[config.mk]
export PLATFORM = sky130hd
export DESIGN_NAME = switch_debounce_flat
export DESIGN_NICKNAME = d
export VERILOG_FILES = /design/src/rtl/switch_debounce_pkg.sv /design/src/rtl/switch_debounce_if.sv /design/src/rtl/switch_debounce_bit.sv /design/src/rtl/switch_debounce.sv /design/src/flat_wrapper.sv
export SDC_FILE = /design/constraint.sdc
export NUM_CORES = 1
export LEC_CHECK = 0
export ABC_AREA = 1
export CORE_ASPECT_RATIO = 0.7
export CORE_UTILIZATION = 52
export CTS_CLUSTER_DIAMETER = 30
export CTS_CLUSTER_SIZE = 30
export DETAILED_ROUTE_END_ITERATION = 6
export PLACE_DENSITY = 0.83
export SYNTH_ARGS = -nofsm -noshare
export SYNTH_HDL_FRONTEND = slang
export SYNTH_SLANG_ARGS = --single-unit
[constraint.sdc]
create_clock -name clk_i -period 1.3 [get_ports clk_i]
set_input_delay 0.26 -clock clk_i [delete_from_list [all_inputs] [get_ports clk_i]]
set_output_delay 0.26 -clock clk_i [all_outputs]
set_load 0.01 [all_outputs]
[src/rtl/switch_debounce_pkg.sv]
// Shared constants for the switch conditioning path
// between the inverted switch pins and gp_i.
package switch_debounce_pkg;

  localparam int SysClkFreq = 30_000_000;

  localparam int GpiNavWidth  = 5;
  localparam int GpiUserWidth = 8;
  localparam int GpiSelWidth  = 3;

  localparam int SwDebounceWidth =
    GpiNavWidth + GpiUserWidth + GpiSelWidth;

  localparam int SwDebounceTickCycles = SysClkFreq / 1000;
  localparam int SwDebounceSyncStages  = 2;
  localparam int SwDebounceStableTicks = 5;

endpackage

[src/rtl/switch_debounce_if.sv]
// Switch input/output bundle: raw levels and bypass in,
// debounced levels and edge events out.
interface switch_debounce_if
  import switch_debounce_pkg::*;
#(
  parameter int Width = SwDebounceWidth
);

  logic [Width-1:0] sw_i;
  logic             bypass_i;
  logic [Width-1:0] sw_o;
  logic [Width-1:0] rise_o;
  logic [Width-1:0] fall_o;
  logic             changed_o;

  modport master (
    output sw_i, bypass_i,
    input  sw_o, rise_o, fall_o, changed_o
  );

  modport slave (
    input  sw_i, bypass_i,
    output sw_o, rise_o, fall_o, changed_o
  );

endinterface

[src/rtl/switch_debounce_bit.sv]
// Single-bit stability counter, debounced level
// and registered edge detection.
module switch_debounce_bit
  import switch_debounce_pkg::*;
#(
  parameter int   StableTicks = SwDebounceStableTicks,
  parameter logic ResetValue  = 1'b0
) (
  input  logic clk_i,
  input  logic rst_ni,
  input  logic s_i,
  input  logic tick_i,
  input  logic bypass_i,
  output logic sw_o,
  output logic rise_o,
  output logic fall_o
);

  localparam int CntW = $clog2(StableTicks + 1);
  localparam logic [CntW-1:0] CntLast =
    CntW'(StableTicks - 1);

  logic [CntW-1:0] cnt_q, cnt_d;
  logic            sw_q, sw_d;
  logic            prev_q;
  logic            rise_q, fall_q;

  always_comb begin
    cnt_d = cnt_q;
    sw_d  = sw_q;
    if (bypass_i) begin
      cnt_d = '0;
      sw_d  = s_i;
    end else if (tick_i) begin
      if (s_i == sw_q) begin
        cnt_d = '0;
      end else if (cnt_q == CntLast) begin
        cnt_d = '0;
        sw_d  = s_i;
      end else begin
        cnt_d = cnt_q + 1'b1;
      end
    end
  end

  // prev_q trails sw_q so edges appear the cycle after sw_o moves
  always_ff @(posedge clk_i or negedge rst_ni) begin
    if (!rst_ni) begin
      cnt_q  <= '0;
      sw_q   <= ResetValue;
      prev_q <= ResetValue;
      rise_q <= 1'b0;
      fall_q <= 1'b0;
    end else begin
      cnt_q  <= cnt_d;
      sw_q   <= sw_d;
      prev_q <= sw_q;
      rise_q <= sw_q & ~prev_q;
      fall_q <= ~sw_q & prev_q;
    end
  end

  assign sw_o   = sw_q;
  assign rise_o = rise_q;
  assign fall_o = fall_q;

endmodule

[src/rtl/switch_debounce.sv]
// Synchroniser, shared sample-tick prescaler and
// per-bit debounce for the board switch inputs.
module switch_debounce
  import switch_debounce_pkg::*;
#(
  parameter int Width       = SwDebounceWidth,
  parameter int SyncStages  = SwDebounceSyncStages,
  parameter int TickCycles  = SwDebounceTickCycles,
  parameter int StableTicks = SwDebounceStableTicks,
  parameter logic [Width-1:0] ResetValue = '0
) (
  input logic          clk_i,
  input logic          rst_ni,
  switch_debounce_if.slave bus
);

  localparam int PreW = $clog2(TickCycles);
  localparam logic [PreW-1:0] PreLast =
    PreW'(TickCycles - 1);

  logic [PreW-1:0]  pre_q, pre_d;
  logic             tick;
  logic [Width-1:0] sync_q [SyncStages];
  logic [Width-1:0] sw, rise, fall;

  assign tick  = (pre_q == PreLast);
  assign pre_d = tick ? '0 : pre_q + 1'b1;

  always_ff @(posedge clk_i or negedge rst_ni) begin
    if (!rst_ni) begin
      pre_q <= '0;
    end else begin
      pre_q <= pre_d;
    end
  end

  always_ff @(posedge clk_i or negedge rst_ni) begin
    if (!rst_ni) begin
      for (int i = 0; i < SyncStages; i++) begin
        sync_q[i] <= ResetValue;
      end
    end else begin
      sync_q[0] <= bus.sw_i;
      for (int i = 1; i < SyncStages; i++) begin
        sync_q[i] <= sync_q[i-1];
      end
    end
  end

  for (genvar g = 0; g < Width; g++) begin : g_bit
    switch_debounce_bit #(
      .StableTicks (StableTicks),
      .ResetValue  (ResetValue[g])
    ) u_bit (
      .clk_i    (clk_i),
      .rst_ni   (rst_ni),
      .s_i      (sync_q[SyncStages-1][g]),
      .tick_i   (tick),
      .bypass_i (bus.bypass_i),
      .sw_o     (sw[g]),
      .rise_o   (rise[g]),
      .fall_o   (fall[g])
    );
  end

  assign bus.sw_o      = sw;
  assign bus.rise_o    = rise;
  assign bus.fall_o    = fall;
  assign bus.changed_o = |(rise | fall);

endmodule

[src/flat_wrapper.sv]
// flat-port wrapper written by rule: the top's interface ports become plain ports
module switch_debounce_flat import switch_debounce_pkg::*;
#(
  parameter int Width       = SwDebounceWidth,
  parameter int SyncStages  = SwDebounceSyncStages,
  parameter int TickCycles  = SwDebounceTickCycles,
  parameter int StableTicks = SwDebounceStableTicks,
  parameter logic [Width-1:0] ResetValue = '0
)
  (clk_i, rst_ni, bus_sw_i, bus_bypass_i, bus_sw_o, bus_rise_o, bus_fall_o, bus_changed_o);
  switch_debounce_if #(.Width(Width)) bus_i ();
  input logic clk_i;
  input logic rst_ni;
  input wire logic [$bits(bus_i.sw_i)-1:0] bus_sw_i;
  input wire logic [$bits(bus_i.bypass_i)-1:0] bus_bypass_i;
  output wire logic [$bits(bus_i.sw_o)-1:0] bus_sw_o;
  output wire logic [$bits(bus_i.rise_o)-1:0] bus_rise_o;
  output wire logic [$bits(bus_i.fall_o)-1:0] bus_fall_o;
  output wire logic [$bits(bus_i.changed_o)-1:0] bus_changed_o;
  assign bus_i.sw_i = bus_sw_i;
  assign bus_i.bypass_i = bus_bypass_i;
  assign bus_sw_o = bus_i.sw_o;
  assign bus_rise_o = bus_i.rise_o;
  assign bus_fall_o = bus_i.fall_o;
  assign bus_changed_o = bus_i.changed_o;
  switch_debounce #(.Width(Width), .SyncStages(SyncStages), .TickCycles(TickCycles), .StableTicks(StableTicks), .ResetValue(ResetValue)) u_core (.clk_i(clk_i), .rst_ni(rst_ni), .bus(bus_i));
endmodule
==> results by group <==
Timing
  • Min setup slack post-route: -0.6788 ns
  • Final Skew: 0.01527 ns
  • Shortest clock period the worst path allows after layout: 1.979 ns
  • Unrepaired setup endpoints after global routing: yes
  • Final setup violation count: 89
  • Max Transition Viols Final: 0
  • Maximum operating frequency: 0.5054 GHz
  • Period Utilization, post-route: 152.2%
  • Tightest slew margin relative to the limit: 55.95%
  • Number of hold-slack violations in the final timing report: 0
  • Actual slew at the worst max-slew pin: 0.6538 ns

Clocking
  • Total clock sinks: 159
  • CTS root buf: sky130_fd_sc_hd__clkbuf_16
  • Clock tree from TritonCTS: done
  • Total clock buffers created by CTS: 17
  • Clock transition at path regs: 0.08 ns
  • Max H-tree Level: 4
  • Insertion delay of the later-clocked pin in the worst-skew pair: 0.45 ns
  • Maximum buffer depth of the clock tree: 2

Pwr
  • Power per Cell Area: 1217 nW/um^2
  • Power Total: 13.05 mW
  • Static Leakage: 5.461 nW
  • Largest vdd supply drop: 1.003 mV

Run status
  • Violated checks: negative setup slack
  • Outcome: finished, violations left

Setup path
  • Most frequent cell on the critical path: sky130_fd_sc_hd__nor2_1
  • Launching element type of the critical path: flop
  • Biggest cell delay along the critical path: 0.40 ns
  • Slowest stage cell, crit path: sky130_fd_sc_hd__dfrtp_1
  • Critical Path RT: 1.04 ns
  • Nature of the critical path endpoint: primary output
  • Worst Setup Path Type: reg -> out
  • Arrival time reported for the critical path endpoint: 1.72 ns
  • Chain of cells forming the critical path: nor2_1 -> nand4_1 -> nor2_1 -> nand2_1 -> buf_2
  • Largest fanout on the critical path: 2

Floorplan
  • Number of rows created at floorplan: 35
  • Area of the core: 13440 um^2
  • Total die area: 14520 um^2
  • Horizontal die dimension: 143.6 um
  • Ports: 68
  • Effective utilization at floorplan: 54.30%
  • Die boundary height: 101.1 um

Synth
  • Synth top area cells: sky130_fd_sc_hd__dfrtp_1 (55%), sky130_fd_sc_hd__nand2_1 (8.5%), sky130_fd_sc_hd__ha_1 (5.7%), sky130_fd_sc_hd__inv_1 (5.1%), sky130_fd_sc_hd__nor2_1 (5.0%)
  • Mean instance size in the synthesized netlist: 9.023 um^2
  • Most instantiated library cell after synthesis: sky130_fd_sc_hd__nand2_1
  • Most area-hungry cell type in the Yosys netlist: sky130_fd_sc_hd__dfrtp_1
  • Most instantiated cells after synthesis: sky130_fd_sc_hd__nand2_1 (165), sky130_fd_sc_hd__dfrtp_1 (159), sky130_fd_sc_hd__inv_1 (100), sky130_fd_sc_hd__nor2_1 (98), sky130_fd_sc_hd__nand3_1 (70)
  • Mapped Nets: 861
  • #FFs+latches synth: 159
  • Primary FF master, synth: sky130_fd_sc_hd__dfrtp_1
  • Number of enable-type register cells in the synthesized netlist: 0
  • Count of different cell masters after synthesis: 24
  • Proportion of netlist area held by the largest area contributor: 54.51%
  • Cells after synthesis: 809
  • Total standard cell area after synthesis: 7300 um^2
  • Sequential share of the synthesized area: 54.51%
  • YS warnings: 0
  • Proportion of register bits with asynchronous set or reset after synthesis: 100.0%

Global route
  • Global-route wire length before repair: 34980 um
  • Vias in the first global route: 6796
  • Initial antenna violation count: 1
  • Sum of overflow across all layers after global routing: 0
  • Combined global-route utilization of all metal layers: 32.74%
  • Maximum number of pins on one net before global-route repair: 37

Detailed routing
  • Via density per instance: 5.700
  • Per-cell routed wire length: 21.22 um
  • 1st-iter DRT viols: 565
  • Total Routed Length: 24650 um
  • Count of vias placed by the detailed router: 6623
  • DRC violation count after routing: 0
  • First-pass iteration count of the detailed router: 5
  • Post-route antenna net violation count: 0

Cells and area
  • Share of post-route cells with drive strength above 1: 41.66%
  • Layout Area Growth over Synthesis: 46.86%
  • Number of inserted diodes: 0
  • Number of nets in the layout: 1016
  • Fill count: 728

Placement
  • Total of buffers placed on input and output ports: 67
  • Last weighted congestion value of the routability-driven placer: 0.8464
  • Hpwl dp: 9856 um
  • Post-placement worst setup slack: -0.6593 ns

Hold path
  • Class of the worst hold path: in -> async

Flow run
  • Max Cap Violations: 0
area by class of cell:
class                   instances  area (um^2)  share of cell area [%]
clock buffers                  17        425.4                   3.968
clock inverters                15        166.4                   1.552
repair buffers                204         2153                   20.09
inverters                     101        382.9                   3.571
well taps                     185        231.5                   2.159
multi-input cells             481         3374                   31.48
flip-flops and latches        159         3986                   37.18
logic make-up (layout without fill, tap and decap cells):
kind of cell             Yosys count  count (layout)  share of synthesized area, %
AND/OR/NAND/NOR                  372             372                         21.44
AO/OA/AOI/OAI                     48              48                         3.291
flip-flops                       159             159                         54.51
buffers and inverters            169             337                         11.74
XOR/XNOR                          28              28                         3.360
adder cells (fa/ha/maj)           33              33                         5.657
flip-flops by register name, indices dropped and copies added (netlist names):
register,cells
u_core.g_bit.u_bit.cnt_q,48
u_core.g_bit.u_bit.fall_o,16
u_core.g_bit.u_bit.prev_q,16
u_core.g_bit.u_bit.rise_o,16
u_core.g_bit.u_bit.sw_o,16
u_core.pre_q,15
u_core.sync_q,32
repair_timing:
| item | CTS | global route |
|---|---|---|
| gates resized for setup | 402 | 148 |
| hold buffers | 1 | 0 |
| setup endpoints to repair | 124 | 102 |
| pin swaps | 45 | 57 |
| gates cloned | 18 | 0 |
| hold endpoints to repair | 71 | 0 |
| buffers inserted | 45 | 22 |
final timing paths:
check,slack [ns],start,end,cells after the start
max in group asynchronous,0.51,rst_ni,u_core.g_bit[10].u_bit.sw_o$_DFFE_PN0P_,3
worst min register to register,0.35,u_core.sync_q[27]$_DFF_PN0_,u_core.sync_q[11]$_DFF_PN0_,0
min in group clk_i,0.25,bus_sw_i[7],u_core.sync_q[23]$_DFF_PN0_,1
worst max-delay path,-0.68,u_core.g_bit[8].u_bit.fall_o$_DFF_PN0_,bus_changed_o,5
worst min-delay path,0.25,rst_ni,u_core.g_bit[11].u_bit.cnt_q[2]$_DFFE_PN0P_,2
worst max register to register,-0.64,u_core.pre_q[1]$_DFF_PN0_,u_core.g_bit[12].u_bit.cnt_q[2]$_DFFE_PN0P_,13
worst max-delay path, delay by kind of cell, from the launching register on:
family	cells	cell delay [ns]
buf+inv	1	0.14
flops	1	0.40
simple gates	4	0.74
cell usage in the layout (no fill, tap or decap), types with 11 or more instances in the layout:
master / count
sky130_fd_sc_hd__dfrtp_1: 153
sky130_fd_sc_hd__inv_1: 94
sky130_fd_sc_hd__nand2_1: 85
sky130_fd_sc_hd__nor2_1: 82
sky130_fd_sc_hd__buf_4: 69
sky130_fd_sc_hd__nand2_2: 47
sky130_fd_sc_hd__buf_6: 45
sky130_fd_sc_hd__nand2_4: 33
sky130_fd_sc_hd__nand3_1: 32
sky130_fd_sc_hd__ha_1: 32
sky130_fd_sc_hd__nand3_2: 31
sky130_fd_sc_hd__buf_2: 30
sky130_fd_sc_hd__o21ai_2: 21
sky130_fd_sc_hd__nor3_1: 18
sky130_fd_sc_hd__buf_12: 18
sky130_fd_sc_hd__clkbuf_16: 17
sky130_fd_sc_hd__clkdlybuf4s50_1: 17
sky130_fd_sc_hd__xnor2_1: 15
sky130_fd_sc_hd__o21ai_0: 14
sky130_fd_sc_hd__xor2_1: 13
sky130_fd_sc_hd__buf_16: 11
per-layer routing:
| layer | global-route usage [%] | wire, um |
|---|---|---|
| met1 | 36.64 | 8774 |
| met5 | 0 | 0 |
| met3 | 7.458 | 2187 |
| met2 | 57.36 | 12110 |
| met4 | 20.29 | 1582 |
report_power, final:
part	internal, mW	switching (mW)	leakage [nW]
combinational	1.06	1.31	3.15
clock	2.58	2.50	0.284
sequential	5.31	0.279	2.03
total	8.96	4.09	5.46
through the flow:
stage	instances	TNS (ns)	area [um^2]	hold WS [ns]	utilization, %
floorplan	809	-3.638	7327	-0.03559	-
global placement	1073	-24.22	8426	0.1415	62.67
detailed placement	1073	-28.11	8426	0.1488	62.67
CTS	1165	-37.74	10450	0.2529	77.76
global route	1162	-43.89	10720	0.2522	79.74
finish	1162	-38.69	10720	0.2460	79.74
(Power assumes the default switching activity.)
